**src/rtl/logic_unit_arbiter.sv**
```systemverilog
// Round-robin arbiter sharing a single bitwise logic unit among N_REQ requesters.
// Each grant captures the winner's opcode/operands; the tagged result is registered one cycle later.
module logic_unit_arbiter #(
    parameter  int N_REQ = 4,
    parameter  int WIDTH = 8,
    localparam int IDW   = $clog2(N_REQ)
) (
    input  logic                   clk,
    input  logic                   rst_n,
    input  logic [N_REQ-1:0]       req,
    input  logic [3*N_REQ-1:0]     op,
    input  logic [WIDTH*N_REQ-1:0] a,
    input  logic [WIDTH*N_REQ-1:0] b,
    output logic [N_REQ-1:0]       gnt,
    output logic                   busy,
    output logic                   res_valid,
    output logic [IDW-1:0]         res_id,
    output logic [WIDTH-1:0]       res_data
);

    localparam logic [0:0]   IDLE    = 1'b0;
    localparam logic [0:0]   EXEC    = 1'b1;
    localparam logic [IDW:0] N_REQ_W = (IDW+1)'(N_REQ);

    logic [0:0]       state_r;
    logic [IDW-1:0]   ptr_r;
    logic [N_REQ-1:0] gnt_r;
    logic             res_valid_r;
    logic [IDW-1:0]   res_id_r;
    logic [WIDTH-1:0] res_data_r;
    logic [2:0]       op_l_r;
    logic [WIDTH-1:0] a_l_r;
    logic [WIDTH-1:0] b_l_r;
    logic [IDW-1:0]   id_l_r;

    logic             win_found_s;
    logic [IDW-1:0]   win_idx_s;
    logic [IDW:0]     cand_s;
    logic [N_REQ-1:0] win_onehot_s;
    logic [2:0]       win_op_s;
    logic [WIDTH-1:0] win_a_s;
    logic [WIDTH-1:0] win_b_s;

    function automatic logic [WIDTH-1:0] logic_eval(
        input logic [2:0]       op_v,
        input logic [WIDTH-1:0] a_v,
        input logic [WIDTH-1:0] b_v
    );
        logic [WIDTH-1:0] r_v;
        case (op_v)
            3'd0:    r_v = a_v & b_v;
            3'd1:    r_v = a_v | b_v;
            3'd2:    r_v = ~(a_v & b_v);
            3'd3:    r_v = ~(a_v | b_v);
            3'd4:    r_v = a_v ^ b_v;
            3'd5:    r_v = ~(a_v ^ b_v);
            3'd6:    r_v = ~a_v;
            3'd7:    r_v = a_v;
            default: r_v = a_v;
        endcase
        return r_v;
    endfunction

    // Round-robin search: scan from the farthest candidate back to ptr+1 so the nearest request wins.
    always_comb begin
        win_found_s = 1'b0;
        win_idx_s   = '0;
        cand_s      = '0;
        for (int k = N_REQ; k >= 1; k--) begin
            cand_s = {1'b0, ptr_r} + (IDW+1)'(k);
            cand_s = (cand_s >= N_REQ_W) ? (cand_s - N_REQ_W) : cand_s;
            win_idx_s   = req[cand_s[IDW-1:0]] ? cand_s[IDW-1:0] : win_idx_s;
            win_found_s = win_found_s | req[cand_s[IDW-1:0]];
        end
    end

    // Steer the winner's opcode and operands and build its one-hot grant.
    always_comb begin
        win_onehot_s = '0;
        win_op_s     = 3'd0;
        win_a_s      = '0;
        win_b_s      = '0;
        for (int i = 0; i < N_REQ; i++) begin
            if (win_idx_s == IDW'(i)) begin
                win_onehot_s[i] = 1'b1;
                win_op_s        = op[3*i +: 3];
                win_a_s         = a[WIDTH*i +: WIDTH];
                win_b_s         = b[WIDTH*i +: WIDTH];
            end else begin
                win_onehot_s[i] = 1'b0;
            end
        end
    end

    // Two-state sequencer: grant and capture in IDLE, evaluate and publish in EXEC.
    always_ff @(posedge clk or negedge rst_n) begin
        if (!rst_n) begin
            state_r     <= IDLE;
            ptr_r       <= IDW'(N_REQ-1);
            gnt_r       <= '0;
            res_valid_r <= 1'b0;
            res_id_r    <= '0;
            res_data_r  <= '0;
            op_l_r      <= 3'd0;
            a_l_r       <= '0;
            b_l_r       <= '0;
            id_l_r      <= '0;
        end else begin
            case (state_r)
                IDLE: begin
                    res_valid_r <= 1'b0;
                    if (win_found_s) begin
                        gnt_r   <= win_onehot_s;
                        ptr_r   <= win_idx_s;
                        id_l_r  <= win_idx_s;
                        op_l_r  <= win_op_s;
                        a_l_r   <= win_a_s;
                        b_l_r   <= win_b_s;
                        state_r <= EXEC;
                    end else begin
                        gnt_r   <= '0;
                        state_r <= IDLE;
                    end
                end
                EXEC: begin
                    res_data_r  <= logic_eval(op_l_r, a_l_r, b_l_r);
                    res_id_r    <= id_l_r;
                    res_valid_r <= 1'b1;
                    gnt_r       <= '0;
                    state_r     <= IDLE;
                end
                default: begin
                    gnt_r       <= '0;
                    res_valid_r <= 1'b0;
                    state_r     <= IDLE;
                end
            endcase
        end
    end

    assign gnt       = gnt_r;
    assign busy      = (state_r == EXEC);
    assign res_valid = res_valid_r;
    assign res_id    = res_id_r;
    assign res_data  = res_data_r;

endmodule

```
**config.mk**
```make
export PLATFORM = sky130hd
export DESIGN_NAME = logic_unit_arbiter
export DESIGN_NICKNAME = d
export VERILOG_FILES = /design/src/rtl/logic_unit_arbiter.sv
export SDC_FILE = /design/constraint.sdc
export NUM_CORES = 1
export LEC_CHECK = 0
export CORE_UTILIZATION = 50
export CTS_CLUSTER_DIAMETER = 100
export CTS_CLUSTER_SIZE = 20
export DETAILED_ROUTE_END_ITERATION = 16
export MAX_ROUTING_LAYER = met4
export PLACE_DENSITY = 0.92
export SETUP_SLACK_MARGIN = 0.4
export SYNTH_ARGS = -nofsm -noshare
export SYNTH_HDL_FRONTEND = slang
export SYNTH_SLANG_ARGS = --single-unit
```
**constraint.sdc**
```tcl
create_clock -name clk -period 3.5 [get_ports clk]
set_clock_uncertainty 0.15 [all_clocks]
set_input_delay 0.7 -clock clk [delete_from_list [all_inputs] [get_ports clk]]
set_output_delay 0.7 -clock clk [all_outputs]
set_load 0.03 [all_outputs]
```
## After elaboration in Yosys (flattened, before gate mapping)

Cells that the tools add are included.
W data, S select, Z words.

- Register bits after elaboration: 39
- Logic and storage cells: 88

- Add/sub/neg operators: 8
- $lt $le $gt $ge: 8
- Equal/unequal tests: 10
- Muxes and demuxes: 38
- Bitwise gates (word level): 11
- Reduce and logical (&&, ||, !) cells: 3

Operator list:

| cell | count |
|---|---|
| $mux W8 | 8 |
| $pmux W8 S8 | 1 |
| $not A8 Y8 | 4 |
| $mux W2 | 8 |
| $eq A3 B3 Y1 const B | 4 |
| $ge A3 B3 Y1 const B | 4 |
| $lt A2 B3 Y1 const B | 4 |
| $mux W3 | 4 |
| $mux W1 | 9 |
| $and A8 B8 Y8 | 1 |
| $bmux W1 S2 | 4 |
| $or A8 B8 Y8 | 1 |
| $pmux W4 S2 | 1 |
| $sub A2 B1 Y2 const B | 4 |
| $xor A8 B8 Y8 | 1 |
| $add A2 B2 Y3 const B | 2 |
| $eq A3 B2 Y1 const B | 2 |
| $eq A2 B2 Y1 const B | 2 |
| $mux W4 | 1 |
| $pmux W1 S2 | 2 |
| $add A2 B1 Y3 const B | 1 |
| $add A2 B3 Y3 const B | 1 |
| $eq A3 B1 Y1 const B | 1 |
| $logic_not A3 Y1 | 1 |
| 5 further kinds | 7 |

## Logic depth before layout (Yosys ltp)

Gate-level depths: netlist of the first run.

- Word-level depth: 14
- Gate-level depth with buffers: 7

## Worst setup path before layout of the first run

No wires, ideal clock.

- Path kind: input-to-reg
- From: in req[2]
- To: reg a_l_r[2]
- Library setup time: 0.094 ns
- Arrival: 1.758 ns
- Data required time: 3.256 ns
- Slack: 1.498 ns
- Stages on the path: 7
- Buffers on the path: 2
- Cell sequence: nor2_2 > a21o_2 > inv_2 > and2_1 > buf_6 > buf_6 > a221oi_2

- Cells in the longest elaborated chain, start to end: 11

RTL lines:

| what | line | source |
|---|---|---|
| from (decl) | 10 | `input logic [N_REQ-1:0] req,` |
| $bmux W1 S2 | 72, 73 |  |
| $mux W1 (implied by the code) | 72, 73 |  |
| $mux W2 (4 in a row) | 72 | `win_idx_s = req[cand_s[IDW-1:0]] ? cand_s[IDW-1:0] : win_idx_s;` |
| $logic_not A2 Y1 | 84 | `if (win_idx_s == IDW'(i)) begin` |
| $mux W8 (4 in a row) | 84 |  |
| to (signal assigned) | 117 | `a_l_r <= win_a_s;` |
| to (decl) | 32 | `logic [WIDTH-1:0] a_l_r;` |

Several ways; a longest one is shown, not always the timed one. The select of a mux whose other input is x is not followed.
A chain may end at the register's enable or synchronous reset.

## Worst setup path in the final report of the first run

- From: in req[2]
- To: reg a_l_r[3]

Same word-level chain as after synthesis.

==> results.yml, run 1 <==
yosys:
  synth_area_mm2: 0.002839
  synth-compound-area-share: 0.1635
  synthArstFlopShare: 1.000
  synth.top_cell.area_share: 0.3261
  synthXorXnorAreaFrac: 0.04319
  yosys.area_share.simple: 0.09652
  synth_top_family_by_area: "multiplexers"
  synth-adder-area-share: 0.07052
  yosys_warnings: 0
  synth_ff_type: "dfrtp_1"
  synth_seq_area_share: 0.3446
  synth_nets: 376
  synth.most_common_cell: "mux2i_1"
  synth_mux_area_frac: 0.1913
  netlist_instances: 278
  ys_types: 41
  synthTopCellsByArea: "dfrtp_1, mux2i_1, a221oi_2, ha_1, xnor2_1"
  synth_edf_count: 0
  syn_avg_cell_area_um2: 10.21
  yosysTopAreaCell: "dfrtp_1"
  synth-seq-cells: 39
  synthTopCellsByCount: "mux2i_1, dfrtp_1, nor2_1"
grt:
  grt_max_degree: 43
  grt_pass1_wl_um: 11520
  grt-ovfl-total: 0
  grt_pass1_vias: 2487
  antenna_found_initial: 0
  grt_util_all_layers: 0.2550
critical_path:
  start_kind: "input port"
  path_cells: "clkdlybuf4s50_1 > nand2b_1 > a21boi_1 > o21ai_2 > nor2_2 > buf_12 > a221oi_2"
  path_buf_inv: 2
  crit_fanout: 14
  crit_slowest_cell: "clkdlybuf4s50_1"
  path_class: "in -> reg"
  cp-end-kind: "register"
  worstPathArrival_ns: 2.48
  cpPeakStageDelay_ns: 0.52
  crit_family: "buffers and inverters"
  r2r_slack_ns: 1.37
  worst_ep_required_time_ns: 3.53
clock_network:
  post_cts_buffers: 0
  cts_tree: "yes"
  clk_path_buf_depth: 2
  cts-hold-fix-buffers: 0
  cts_resized: 0
  cts.sinks: 39
  cts.clk_slew.worst_paths_ns: 0.08
  cts_root_buffer: "clkbuf_8"
  cts.htree.levels: 2
  clk_latency_ns: 0.30
  cts_buffers: 5
die:
  fp.dieH_um: 77.35
  core_area_mm2: 0.005473
  start_util: 0.5187
  boundaryPins: 98
  die_w_um: 77.35
  die-area_mm2: 0.005983
  fp-row-count: 27
detailed_routing:
  drt-initial-drc-count: 170
  drt.antenna.violating_nets: 0
  drt_wl_total_um: 7030
  drc: 0
  vias: 2376
  met1_length_um: 2861
  highest_layer: "met4"
  vias_per_cell: 5.376
  routed-wl-met3_um: 331
  dr.pass1.iters: 4
  wl_per_cell_um: 15.90
  wl_met2_um: 3693
placed_design:
  dp.final_hpwl_um: 5241
  gp_congestion: 0.7632
  io_buffers: 97
timing:
  hold_viol: 0
  setup_viol: 0
  fmax_mhz: 407.8
  timing.slew.headroom: 0.3341
  rsz0062_at_grt: "no"
  tightest_slew_ns: 0.9988
  slew_viol_final: 0
  fin_tns_setup_ns: 0
  finalCritPeriodShare: 0.7006
  min_period_ns: 2.452
cells_and_area:
  diodes: 0
  nets: 467
  fillers: 438
  layout-drive-gt1-share: 0.1189
  area_growth_pct: 38.08
power:
  p_total_mw: 3.075
  power_density_mw_per_mm2: 784.4
  p_leak_nw: 1.779
  vdd_drop_max_mv: 0.4737
outcome:
  outcome: "completed"
flow_run:
  max_cap_violations: 0
hold_path:
  hold_path_class: "reg -> reg"
## flip-flops by register name (all words and copies together) (netlist names)
name,cells
gnt,4
res_id,2
ptr_r,2
a_l_r,8
op_l_r,3
busy,1
id_l_r,2
res_data,8
res_valid,1
b_l_r,8
## area by class of cell
type | instances | area [um^2] | area share
inverters | 30 | 112.6 | 0.02873
clock buffers | 7 | 86.33 | 0.02202
flip-flops and latches | 39 | 978.4 | 0.2496
multi-input cells | 191 | 1607 | 0.4098
well taps | 72 | 90.09 | 0.02298
clock inverters | 1 | 5.005 | 0.001277
repair buffers | 102 | 1041 | 0.2656
## stage by stage
step	hold WS, ns	util	setup slack (ns)	std cells	area, um^2
6_report	0.3456	0.7163	1.048	442	3920
5_1_grt	0.3855	0.7163	0.9600	442	3920
4_1_cts	0.3475	0.7163	1.075	442	3920
3_5_place_dp	0.3323	0.6996	0.7563	434	3829
3_3_place_gp	0.3066	0.6996	0.8480	434	3829
2_1_floorplan	0.2544	-	1.498	278	2839
## worst register-to-register path, delay by kind of cell, from the launching register on
family	cells	cell delay, ns
flops	1	1.00
simple gates	2	0.48
compound gates	2	0.22
xor+xnor	1	0.16
## kinds of logic after synthesis
| family | after synthesis |
|---|---|
| mux | 54 |
| simple gates | 62 |
| flops | 39 |
| compound gates | 45 |
| fa+ha+maj | 16 |
| buf+inv | 48 |
| xor+xnor | 14 |
## placed cells by master, fill, tap and decap left out, types with 2 or more instances in the layout
| cell | instances |
|---|---|
| a21oi_1 | 5 |
| a221oi_2 | 19 |
| a31oi_1 | 7 |
| buf_12 | 3 |
| buf_4 | 2 |
| clkbuf_8 | 6 |
| clkdlybuf4s50_1 | 96 |
| dfrtp_1 | 37 |
| dfstp_2 | 2 |
| ha_1 | 16 |
| inv_1 | 27 |
| inv_2 | 3 |
| mux2_2 | 2 |
| mux2i_1 | 52 |
| nand2_1 | 16 |
| nand2b_1 | 2 |
| nand3_1 | 3 |
| nor2_1 | 30 |
| nor2_2 | 2 |
| nor3_1 | 2 |
| o21ai_0 | 2 |
| o21ai_1 | 2 |
| xnor2_1 | 14 |
## power by group
| group | leakage (nW) | switching, mW | internal (mW) |
|---|---|---|---|
| Sequential | 0.446 | 0.252 | 0.662 |
| Combinational | 1.28 | 0.945 | 0.892 |
| Clock | 0.0482 | 0.165 | 0.159 |
| Total | 1.78 | 1.36 | 1.71 |
## per-layer routing
layer  track usage  up-vias
met5             -        -
met4       0.09434        0
met3       0.04118       14
met2        0.4584       87
met1        0.2830     1125
li1              -     1150
## path summary, 6_finish.rpt
path / start / endpoint / cells past startpoint
setup / recovery: req[2] / a_l_r[3] / 7
hold / removal: id_l_r[1] / id_l_r[1] / 2
setup reg to reg: op_l_r[0] / res_data[4] / 5
hold reg to reg: id_l_r[1] / id_l_r[1] / 2
max in group asynchronous: rst_n / res_data[4] / 1
min in group asynchronous: rst_n / res_id[1] / 1
(Power assumes the default switching activity.)
==> run 2: changes to the inputs <==
--- a/config.mk
+++ b/config.mk
@@ -5,12 +5,12 @@
 export SDC_FILE = /design/constraint.sdc
 export NUM_CORES = 1
 export LEC_CHECK = 0
-export CORE_UTILIZATION = 50
+export CORE_UTILIZATION = 46
 export CTS_CLUSTER_DIAMETER = 100
 export CTS_CLUSTER_SIZE = 20
 export DETAILED_ROUTE_END_ITERATION = 16
 export MAX_ROUTING_LAYER = met4
-export PLACE_DENSITY = 0.92
+export PLACE_DENSITY = 0.86
 export SETUP_SLACK_MARGIN = 0.4
 export SYNTH_ARGS = -nofsm -noshare
 export SYNTH_HDL_FRONTEND = slang
==> constraint.sdc (replaced) <==
create_clock -name clk -period 2.4 [get_ports clk]
set_clock_uncertainty 0.15 [all_clocks]
set_input_delay 0.48 -clock clk [delete_from_list [all_inputs] [get_ports clk]]
set_output_delay 0.48 -clock clk [all_outputs]
set_load 0.03 [all_outputs]
==> run 2 against run 1 <==
Against the previous run:
- global-route usage fell by 2.0 points
- critical path depth shrank 6
- wire length is 2.5% lower
- register-to-register slack worse by 0.91 ns
- critical endpoint is now res_id[0]
- largest power group unchanged
==> results.yml, run 2 (synthesis results as in run 1) <==
placed_design:
  dp.final_hpwl_um: 4987
  dp_cells: 443
  io_buffers: 97
  gp_congestion: 0.7868
cells_and_area:
  nets: 477
  layout-drive-gt1-share: 0.1500
  final_cells: 455
  final_common_cell: "clkdlybuf4s50_1"
  area_growth_pct: 42.97
  diodes: 0
  final_core_util: 0.6855
  final_cell_mix: "clkdlybuf4s50_1, mux2i_1, dfrtp_1"
die:
  die-area_mm2: 0.006490
  start_util: 0.4795
  boundaryPins: 98
  fp-row-count: 28
  fp.dieH_um: 80.56
  die_w_um: 80.56
  core_area_mm2: 0.005921
detailed_routing:
  wl_met2_um: 3678
  drt.antenna.violating_nets: 0
  wl_per_cell_um: 15.07
  vias_per_cell: 5.233
  drt_wl_total_um: 6857
  dr.pass1.iters: 4
  highest_layer: "met4"
  drc: 0
  drt-initial-drc-count: 152
  met1_length_um: 2875
  vias: 2381
  routed-wl-met3_um: 207
critical_path:
  start_kind: "register"
  path_cells: "clkdlybuf4s50_1"
  cp-end-kind: "primary output"
  worst_ep_required_time_ns: 1.77
  crit_fanout: 2
  cpPeakStageDelay_ns: 0.69
  crit_slowest_cell: "clkdlybuf4s50_1"
  crit_family: "buffers and inverters"
  worstPathArrival_ns: 1.32
  worst_r2r_path_depth: 7
  path_buf_inv: 1
  path_class: "reg -> out"
  crit_cells: 1
clock_network:
  cts.htree.levels: 2
  clk_latency_ns: 0.29
  clk_path_buf_depth: 2
  cts_root_buffer: "clkbuf_8"
  cts.sinks: 39
  cts.clk_slew.worst_paths_ns: 0.08
  cts_buffers: 5
  cts_tree: "yes"
hold_path:
  hold_path_class: "in -> async"
power:
  vdd_drop_max_mv: 0.6165
  p_leak_nw: 1.881
  power_density_mw_per_mm2: 1120
  p_total_mw: 4.547
timing:
  hold_viol: 0
  min_period_ns: 1.951
  fin_tns_setup_ns: 0
  timing.slew.headroom: 0.4194
  finalCritPeriodShare: 0.8130
  slew_viol_final: 0
  tightest_slew_ns: 0.8709
  fmax_mhz: 512.5
  setup_viol: 0
  rsz0062_at_grt: "no"
grt:
  grt_pass1_wl_um: 11350
  grt_util_all_layers: 0.2350
  grt-ovfl-total: 0
  antenna_found_initial: 0
  grt_pass1_vias: 2436
  grt_max_degree: 40
flow_run:
  max_cap_violations: 0
outcome:
  outcome: "completed"
run 2: routing by layer:
| layer | global-route usage | vias up |
|---|---|---|
| met3 | 0.03750 | 9 |
| met2 | 0.4153 | 65 |
| met1 | 0.2751 | 1135 |
| met5 | - | - |
| li1 | - | 1172 |
| met4 | 0.06429 | 0 |
run 2: layout make-up:
type | count | area, um^2
Inverter | 30 | 112.6
Tap cell | 75 | 93.84
Fill cell | 454 | 1862
Clock buffer | 8 | 80.08
Multi-Input combinational cell | 191 | 1643
Sequential cell | 39 | 979.7
Timing Repair Buffer | 112 | 1150
run 2: path summary, 6_finish.rpt:
check | to | slack [ns] | from
worst max-delay path | res_id[0] | 0.45 | res_id[0]
worst min-delay path | res_id[0] | 0.16 | rst_n
worst max register to register | a_l_r[1] | 0.46 | ptr_r[1]
worst min register to register | id_l_r[1] | 0.35 | id_l_r[1]
max in group asynchronous | op_l_r[0] | 1.35 | rst_n
min in group clk | id_l_r[1] | 0.35 | id_l_r[1]
run 2: what timing repair did:
action	4_1_cts	5_1_grt
endpoints found under the setup margin	13	23
buffers inserted	2	1
gates resized for setup	10	8
hold buffers	0	0
pin swaps	2	6
gates cloned	1	0
run 2: per-stage QoR:
step                area, um^2  hold WS [ns]  setup slack [ns]
global placement          3877        0.3079            0.1072
floorplan                 2839       0.03441            0.5375
CTS                       4020        0.1888            0.3827
finish                    4059        0.1553            0.4487
detailed placement        3877        0.3185           0.04032
global route              4059        0.2160            0.4021
run 2: where the power goes:
| group | total, mW | leakage [nW] | switching (mW) | internal [mW] |
|---|---|---|---|---|
| Combinational | 2.83 | 1.40 | 1.41 | 1.42 |
| Sequential | 1.28 | 0.445 | 0.313 | 0.968 |
| Clock | 0.433 | 0.0395 | 0.226 | 0.207 |
